[src/rtl/lane_mask_serializer_pkg.sv]
// Shared widths and FSM encoding for the lane mask serializer.
package lane_mask_serializer_pkg;

  localparam int DEF_NUM_LANE = 32;
  localparam int DEF_LANE_WID = 5;
  localparam int DEF_CNT_WID  = 6;
  localparam int DEF_TAG_WID  = 8;

  typedef enum logic {
    ST_IDLE  = 1'b0,
    ST_ISSUE = 1'b1
  } state_e;

endpackage

[src/rtl/lane_mask_serializer_first_one.sv]
// Lowest-set-bit finder: returns the lane index and a one-hot mask of that bit.
module lane_first_one #(
  parameter int NUM_LANE = 32,
  parameter int LANE_WID = 5
) (
  input  logic [NUM_LANE-1:0] mask_i,
  output logic [LANE_WID-1:0] idx_o,
  output logic [NUM_LANE-1:0] clr_o
);

  // Two's-complement trick isolates the lowest set bit.
  assign clr_o = mask_i & (~mask_i + NUM_LANE'(1));

  // Scan downward so the lowest set bit is the last one written.
  always_comb begin
    idx_o = '0;
    for (int i = NUM_LANE - 1; i >= 0; i--) begin
      if (mask_i[i]) idx_o = LANE_WID'(i);
    end
  end

endmodule

[src/rtl/pop_count.sv]
// Population-count cell: number of set bits in a DATA_LEN-wide word.
module pop_count #(
  parameter int DATA_LEN = 32,
  parameter int DATA_WID = 6
) (
  input  logic [DATA_LEN-1:0] data_i,
  output logic [DATA_WID-1:0] cnt_o
);

  always_comb begin
    // NOTE: assigning a default first means every path drives cnt_o, so no latch is inferred.
    cnt_o = '0;
    for (int i = 0; i < DATA_LEN; i++) begin
      cnt_o = cnt_o + DATA_WID'(data_i[i]);
    end
  end

endmodule

[src/rtl/lane_mask_serializer.sv]
// Serializes a warp request into one beat per active lane, lowest lane first,
// and reports a tagged done pulse when each request retires.
module lane_mask_serializer
  import lane_mask_serializer_pkg::*;
#(
  parameter int NUM_LANE = DEF_NUM_LANE,
  parameter int LANE_WID = DEF_LANE_WID,
  parameter int CNT_WID  = DEF_CNT_WID,
  parameter int TAG_WID  = DEF_TAG_WID
) (
  input  logic                clk,
  input  logic                rst_n,
  input  logic                in_valid_i,
  output logic                in_ready_o,
  input  logic [NUM_LANE-1:0] in_mask_i,
  input  logic [TAG_WID-1:0]  in_tag_i,
  output logic                out_valid_o,
  input  logic                out_ready_i,
  output logic [LANE_WID-1:0] out_lane_o,
  output logic [CNT_WID-1:0]  out_beat_o,
  output logic                out_last_o,
  output logic [TAG_WID-1:0]  out_tag_o,
  output logic [CNT_WID-1:0]  lane_cnt_o,
  output logic                done_o,
  output logic [TAG_WID-1:0]  done_tag_o,
  output logic                busy_o
);

  state_e              state_q, state_d;
  logic [NUM_LANE-1:0] rem_mask_q, rem_mask_d;
  logic [TAG_WID-1:0]  tag_q, tag_d;
  logic [CNT_WID-1:0]  beat_q, beat_d;
  logic [CNT_WID-1:0]  cnt_q, cnt_d;
  logic                done_q, done_d;
  logic [TAG_WID-1:0]  done_tag_q, done_tag_d;
  logic                pend_q, pend_d;
  logic [TAG_WID-1:0]  pend_tag_q, pend_tag_d;

  logic [CNT_WID-1:0]  in_cnt;
  logic [NUM_LANE-1:0] lane_clr;
  logic                issue, xfer, last_xfer, accept, mask_zero;

  pop_count #(
    .DATA_LEN (NUM_LANE),
    .DATA_WID (CNT_WID)
  ) u_pop_count (
    .data_i (in_mask_i),
    .cnt_o  (in_cnt)
  );

  lane_first_one #(
    .NUM_LANE (NUM_LANE),
    .LANE_WID (LANE_WID)
  ) u_first_one (
    .mask_i (rem_mask_q),
    .idx_o  (out_lane_o),
    .clr_o  (lane_clr)
  );

  assign issue       = (state_q == ST_ISSUE);
  assign out_valid_o = issue;
  assign busy_o      = issue;
  assign out_last_o  = issue && (beat_q == cnt_q - CNT_WID'(1));
  assign out_beat_o  = beat_q;
  assign out_tag_o   = tag_q;
  assign lane_cnt_o  = issue ? cnt_q : '0;
  assign done_o      = done_q;
  assign done_tag_o  = done_tag_q;

  assign xfer      = issue & out_ready_i;
  assign last_xfer = xfer & out_last_o;
  // A parked zero-mask done blocks new requests until it has been reported.
  assign in_ready_o = (~issue | last_xfer) & ~pend_q;
  assign accept     = in_valid_i & in_ready_o;
  assign mask_zero  = (in_mask_i == '0);

  always_comb begin
    state_d    = state_q;
    rem_mask_d = rem_mask_q;
    tag_d      = tag_q;
    beat_d     = beat_q;
    cnt_d      = cnt_q;
    done_d     = 1'b0;
    done_tag_d = done_tag_q;
    pend_d     = pend_q;
    pend_tag_d = pend_tag_q;

    if (xfer) begin
      rem_mask_d = rem_mask_q & ~lane_clr;
      beat_d     = beat_q + CNT_WID'(1);
    end

    if (last_xfer) begin
      done_d     = 1'b1;
      done_tag_d = tag_q;
      state_d    = ST_IDLE;
    end

    if (pend_q) begin
      done_d     = 1'b1;
      done_tag_d = pend_tag_q;
      pend_d     = 1'b0;
    end

    if (accept) begin
      if (!mask_zero) begin
        state_d    = ST_ISSUE;
        rem_mask_d = in_mask_i;
        tag_d      = in_tag_i;
        cnt_d      = in_cnt;
        beat_d     = '0;
      end else if (last_xfer) begin
        // The retiring request owns this done slot; report the empty one next.
        pend_d     = 1'b1;
        pend_tag_d = in_tag_i;
      end else begin
        done_d     = 1'b1;
        done_tag_d = in_tag_i;
      end
    end
  end

  always_ff @(posedge clk or negedge rst_n) begin
    if (!rst_n) begin
      state_q    <= ST_IDLE;
      rem_mask_q <= '0;
      tag_q      <= '0;
      beat_q     <= '0;
      cnt_q      <= '0;
      done_q     <= 1'b0;
      done_tag_q <= '0;
      pend_q     <= 1'b0;
      pend_tag_q <= '0;
    end else begin
      // NOTE: non-blocking assignments make every register sample pre-edge values.
      state_q    <= state_d;
      rem_mask_q <= rem_mask_d;
      tag_q      <= tag_d;
      beat_q     <= beat_d;
      cnt_q      <= cnt_d;
      done_q     <= done_d;
      done_tag_q <= done_tag_d;
      pend_q     <= pend_d;
      pend_tag_q <= pend_tag_d;
    end
  end

endmodule
[config.mk]
export PLATFORM = sky130hd
export DESIGN_NAME = lane_mask_serializer
export DESIGN_NICKNAME = d
export VERILOG_FILES = /design/src/rtl/lane_mask_serializer_pkg.sv /design/src/rtl/lane_mask_serializer_first_one.sv /design/src/rtl/pop_count.sv /design/src/rtl/lane_mask_serializer.sv
export SDC_FILE = /design/constraint.sdc
export NUM_CORES = 1
export LEC_CHECK = 0
export BUFFER_PORTS_ARGS = -buffer_cell sky130_fd_sc_hd__buf_2
export CORE_MARGIN = 5
export CORE_UTILIZATION = 50
export CTS_BUF_LIST = sky130_fd_sc_hd__clkbuf_4 sky130_fd_sc_hd__clkbuf_8
export DETAILED_ROUTE_END_ITERATION = 8
export GPL_TIMING_DRIVEN = 0
export PLACE_DENSITY_LB_ADDON = 0.2
export SYNTH_ARGS = -nofsm -noshare
export SYNTH_HDL_FRONTEND = slang
export SYNTH_SLANG_ARGS = --single-unit
[constraint.sdc]
create_clock -name clk -period 3.1 [get_ports clk]
set_clock_uncertainty 0.2 [all_clocks]
set_input_delay 0.775 -clock clk [delete_from_list [all_inputs] [get_ports clk]]
set_output_delay 0.775 -clock clk [all_outputs]
set_load 0.02 [all_outputs]
==> key figures <==
Layout
  – Fillers: 786
  – Multi-input gate area: 2660 µm²
  – Fin nets: 622
  – Reg area: 1780 µm²
  – Share of cells above drive strength 1: 32.1%
  – Antenna diodes: 0
  – Synth-to-Final Area Change: 24.2%
  – Post-layout util: 62.7%

Logic synthesis
  – Mapped Cells: 434
  – Yosys warning count: 0
  – Top post-synthesis cells by area: dfrtp_1 (39%), fa_1 (10%), mux2i_1 (7.2%)
  – Largest family of logic cells by synthesized area: multiplexers
  – Mux contribution to synthesized area: 14.1%
  – Top_reg_cell synth: dfrtp_1
  – #FFs+latches synth: 71
  – Area leader, netlist: dfrtp_1
  – Top cell type's share of synthesized area: 38.7%
  – Ys async rst share: 100%
  – Synth Cell Area: 4600 µm²
  – Syn_area_per_cell: 10.6 µm²
  – Sequential fraction of the synthesis area: 38.7%
  – Most frequent cell after synthesis: dfrtp_1
  – Post-Syn Nets: 513
  – Simple-gate portion of the synthesized area: 13.6%
  – EDFF count, synth: 0
  – Synth Area in Compound Gates: 10.6%
  – Post-Synth XOR/XNOR Area: 2.86%
  – Synth cell types: 54
  – Synth Area in Adders: 13.4%
  – Synth cell count leaders: dfrtp_1 (71), inv_1 (55), mux2i_1 (33)

Timing
  – Final setup fails: 7
  – Max Freq: 180 MHz
  – Final hold violation count: 0
  – Tmin final: 5.55 ns
  – Tcrit/Tclk final: 179%
  – Worst slew margin: 61.9%
  – Worst hold margin: 0.0955 ns
  – Setup WS post-layout: -2.45 ns
  – RSZ-0062 raised after global routing: yes
  – Worst Max-Slew Pin Slew: 0.566 ns
  – Final number of max-transition violations: 0

Worst setup path
  – CP arrival: 5.58 ns
  – Critical Path Fanout Max: 2
  – Critical Path Start Type: input pin
  – Worst reg2reg startpoint: cnt_q[1]
  – Reg2Reg Depth: 11
  – Crit Path Class: input pin to flip-flop
  – WP data required: 3.13 ns
  – CP endpoint kind: flip-flop
  – R2R Path End: rem_mask_q[16]
  – R2r setup slk: 0.28 ns

Clocking
  – Total CTS buffers: 9
  – Clock latency at the later pin of the worst-skew pair: 0.35 ns
  – CTS root buffer: clkbuf_8
  – Clk pin slew, worst setup/hold paths: 0.08 ns
  – Hold_buf cts: 0
  – TritonCTS Sinks: 71
  – H-tree depth: 3
  – TritonCTS clock tree: built
  – Max Buffers Root-to-Sink: 2

Global route
  – First-pass GRT wire length: 19.0 mm
  – All-Layer GR Usage: 21.5%
  – GR Overflow Total: 0
  – Antenna violations before repair: 0
  – Largest net degree at the start of global routing: 55
  – Vias in the first global route: 3830

Power and ir drop
  – Comb power frac: 68.8%
  – Net load switching power: 3550 µW
  – VDD IR max: 0.590 mV
  – Internal Power: 3970 µW
  – Pwr dens: 1320 nW/µm²
  – Static leakage: 0.00285 µW
  – Sequential share of power: 21.0%
  – Total power: 7530 µW
  – Clk pwr share: 10.2%
  – Switching Fraction: 47.2%

Floorplan
  – Initial core utilization: 50.5%
  – Die height: 106 µm
  – Core area: 9110 µm²
  – I/O Pins: 82
  – Rows: 35
  – Die area: 11200 µm²
  – Width of the die: 106 µm

Drt
  – Routed Wire Length: 11.3 mm
  – Avg Vias per Cell: 5.58
  – DR vias: 3677
  – Routed wire per std cell: 17.1 µm
  – DRC Markers: 0
  – ANT nets after route: 0
  – DRT Pass-1 Iters: 4
  – Initial drt markers: 197

Placement
  – Detailed-placement wirelength estimate: 8.52 mm
  – Input/output buffers: 81
  – Gp weighted congestion: 0.890

Hold path
  – HP Class: input pin to asynchronous set/reset pin

Run
  – Max-Cap Viols: 0

Status
  – Outcome: finished, violations left
  – Violated checks: setup timing
final cells by class:
class	count	share of cell area, %
Multi-Input combinational cell	295	46.5
Sequential cell	71	31.2
Timing Repair Buffer	99	10.7
Buffer	12	1.67
Inverter	55	3.92
Tap cell	111	2.43
Clock inverter	7	1.40
Clock buffer	9	2.17
cells by family after synthesis:
| group | after synthesis |
|---|---|
| buf+inv | 68 |
| simple gates | 109 |
| mux | 61 |
| xor+xnor | 15 |
| fa+ha+maj | 35 |
| compound gates | 75 |
| flops | 71 |
flip-flops by register name (all words and copies together), names as in the netlist:
signal,count
out_tag_o,8
pend_tag_q,8
busy_o,1
done_o,1
cnt_q,6
done_tag_o,8
pend_q,1
out_beat_o,6
rem_mask_q,32
how the worst max path moves through the flow:
stage,from,to,slack [ns],depth (start not counted)
after global routing,in_mask_i[1],cnt_q[4],-2.62,19
after global placement,in_mask_i[1],cnt_q[4],-3.04,19
after CTS,in_mask_i[1],cnt_q[4],-2.43,19
after floorplan,in_mask_i[1],cnt_q[4],-2.67,18
final,in_mask_i[1],cnt_q[2],-2.45,19
after detailed placement,in_mask_i[1],cnt_q[4],-3.05,19
power groups by stage:
stage	Sequential [µW]	Clock [µW]	Combinational, µW
finish	1580	768	5180
detailed placement	1600	0	4500
floorplan	1680	0	3210
global route	1630	835	5700
global placement	1580	0	4440
CTS	1560	790	4850
placed cells by master (no fill, tap or decap), drive strengths merged, types with 7 or more instances in the layout:
| cell type | n |
|---|---|
| a21oi | 21 |
| and2 | 11 |
| buf | 107 |
| clkbuf | 13 |
| dfrtp | 71 |
| fa | 24 |
| ha | 11 |
| inv | 57 |
| mux2 | 28 |
| mux2i | 33 |
| nand2 | 21 |
| nor2 | 26 |
| nor3 | 11 |
| nor4 | 12 |
| o21ai | 17 |
| o22ai | 8 |
| xnor2 | 8 |
| xor2 | 7 |
per-layer routing:
metal	GRT usage [%]	up-vias	share of wire [%]
li1	-	1732	-
met1	28.4	1811	43
met2	34.0	110	48
met3	5.51	24	6.3
met4	8.14	0	2.5
met5	0	-	0
timing repair:
item / CTS / global route
gates resized for setup: 24 / 23
setup endpoints to repair: 20 / 12
buffers inserted: 11 / 6
pin swaps: 18 / 11
worst max-delay path, cell delays in order:
cell	delay, ns
buf_12	0.09
inv_12	0.03
ha_4	0.25
inv_2	0.03
fa_1	0.47
inv_1	0.05
fa_1	0.46
fa_1	0.52
fa_1	0.43
fa_1	0.49
inv_1	0.05
fa_1	0.49
inv_2	0.05
fa_2	0.38
fa_2	0.37
buf_4	0.14
buf_6	0.10
xor2_1	0.15
mux2_4	0.26
stage by stage:
stage	setup slack, ns	instance area (µm²)	TNS (ns)	std cells
after floorplan	-2.67	4650	-14.06	434
after global placement	-3.04	5190	-21.76	626
after detailed placement	-3.05	5220	-24.12	627
after CTS	-2.43	5590	-12.91	654
after global routing	-2.62	5710	-14.05	659
final	-2.45	5710	-12.94	659
Power figures use the tool's default switching activity.
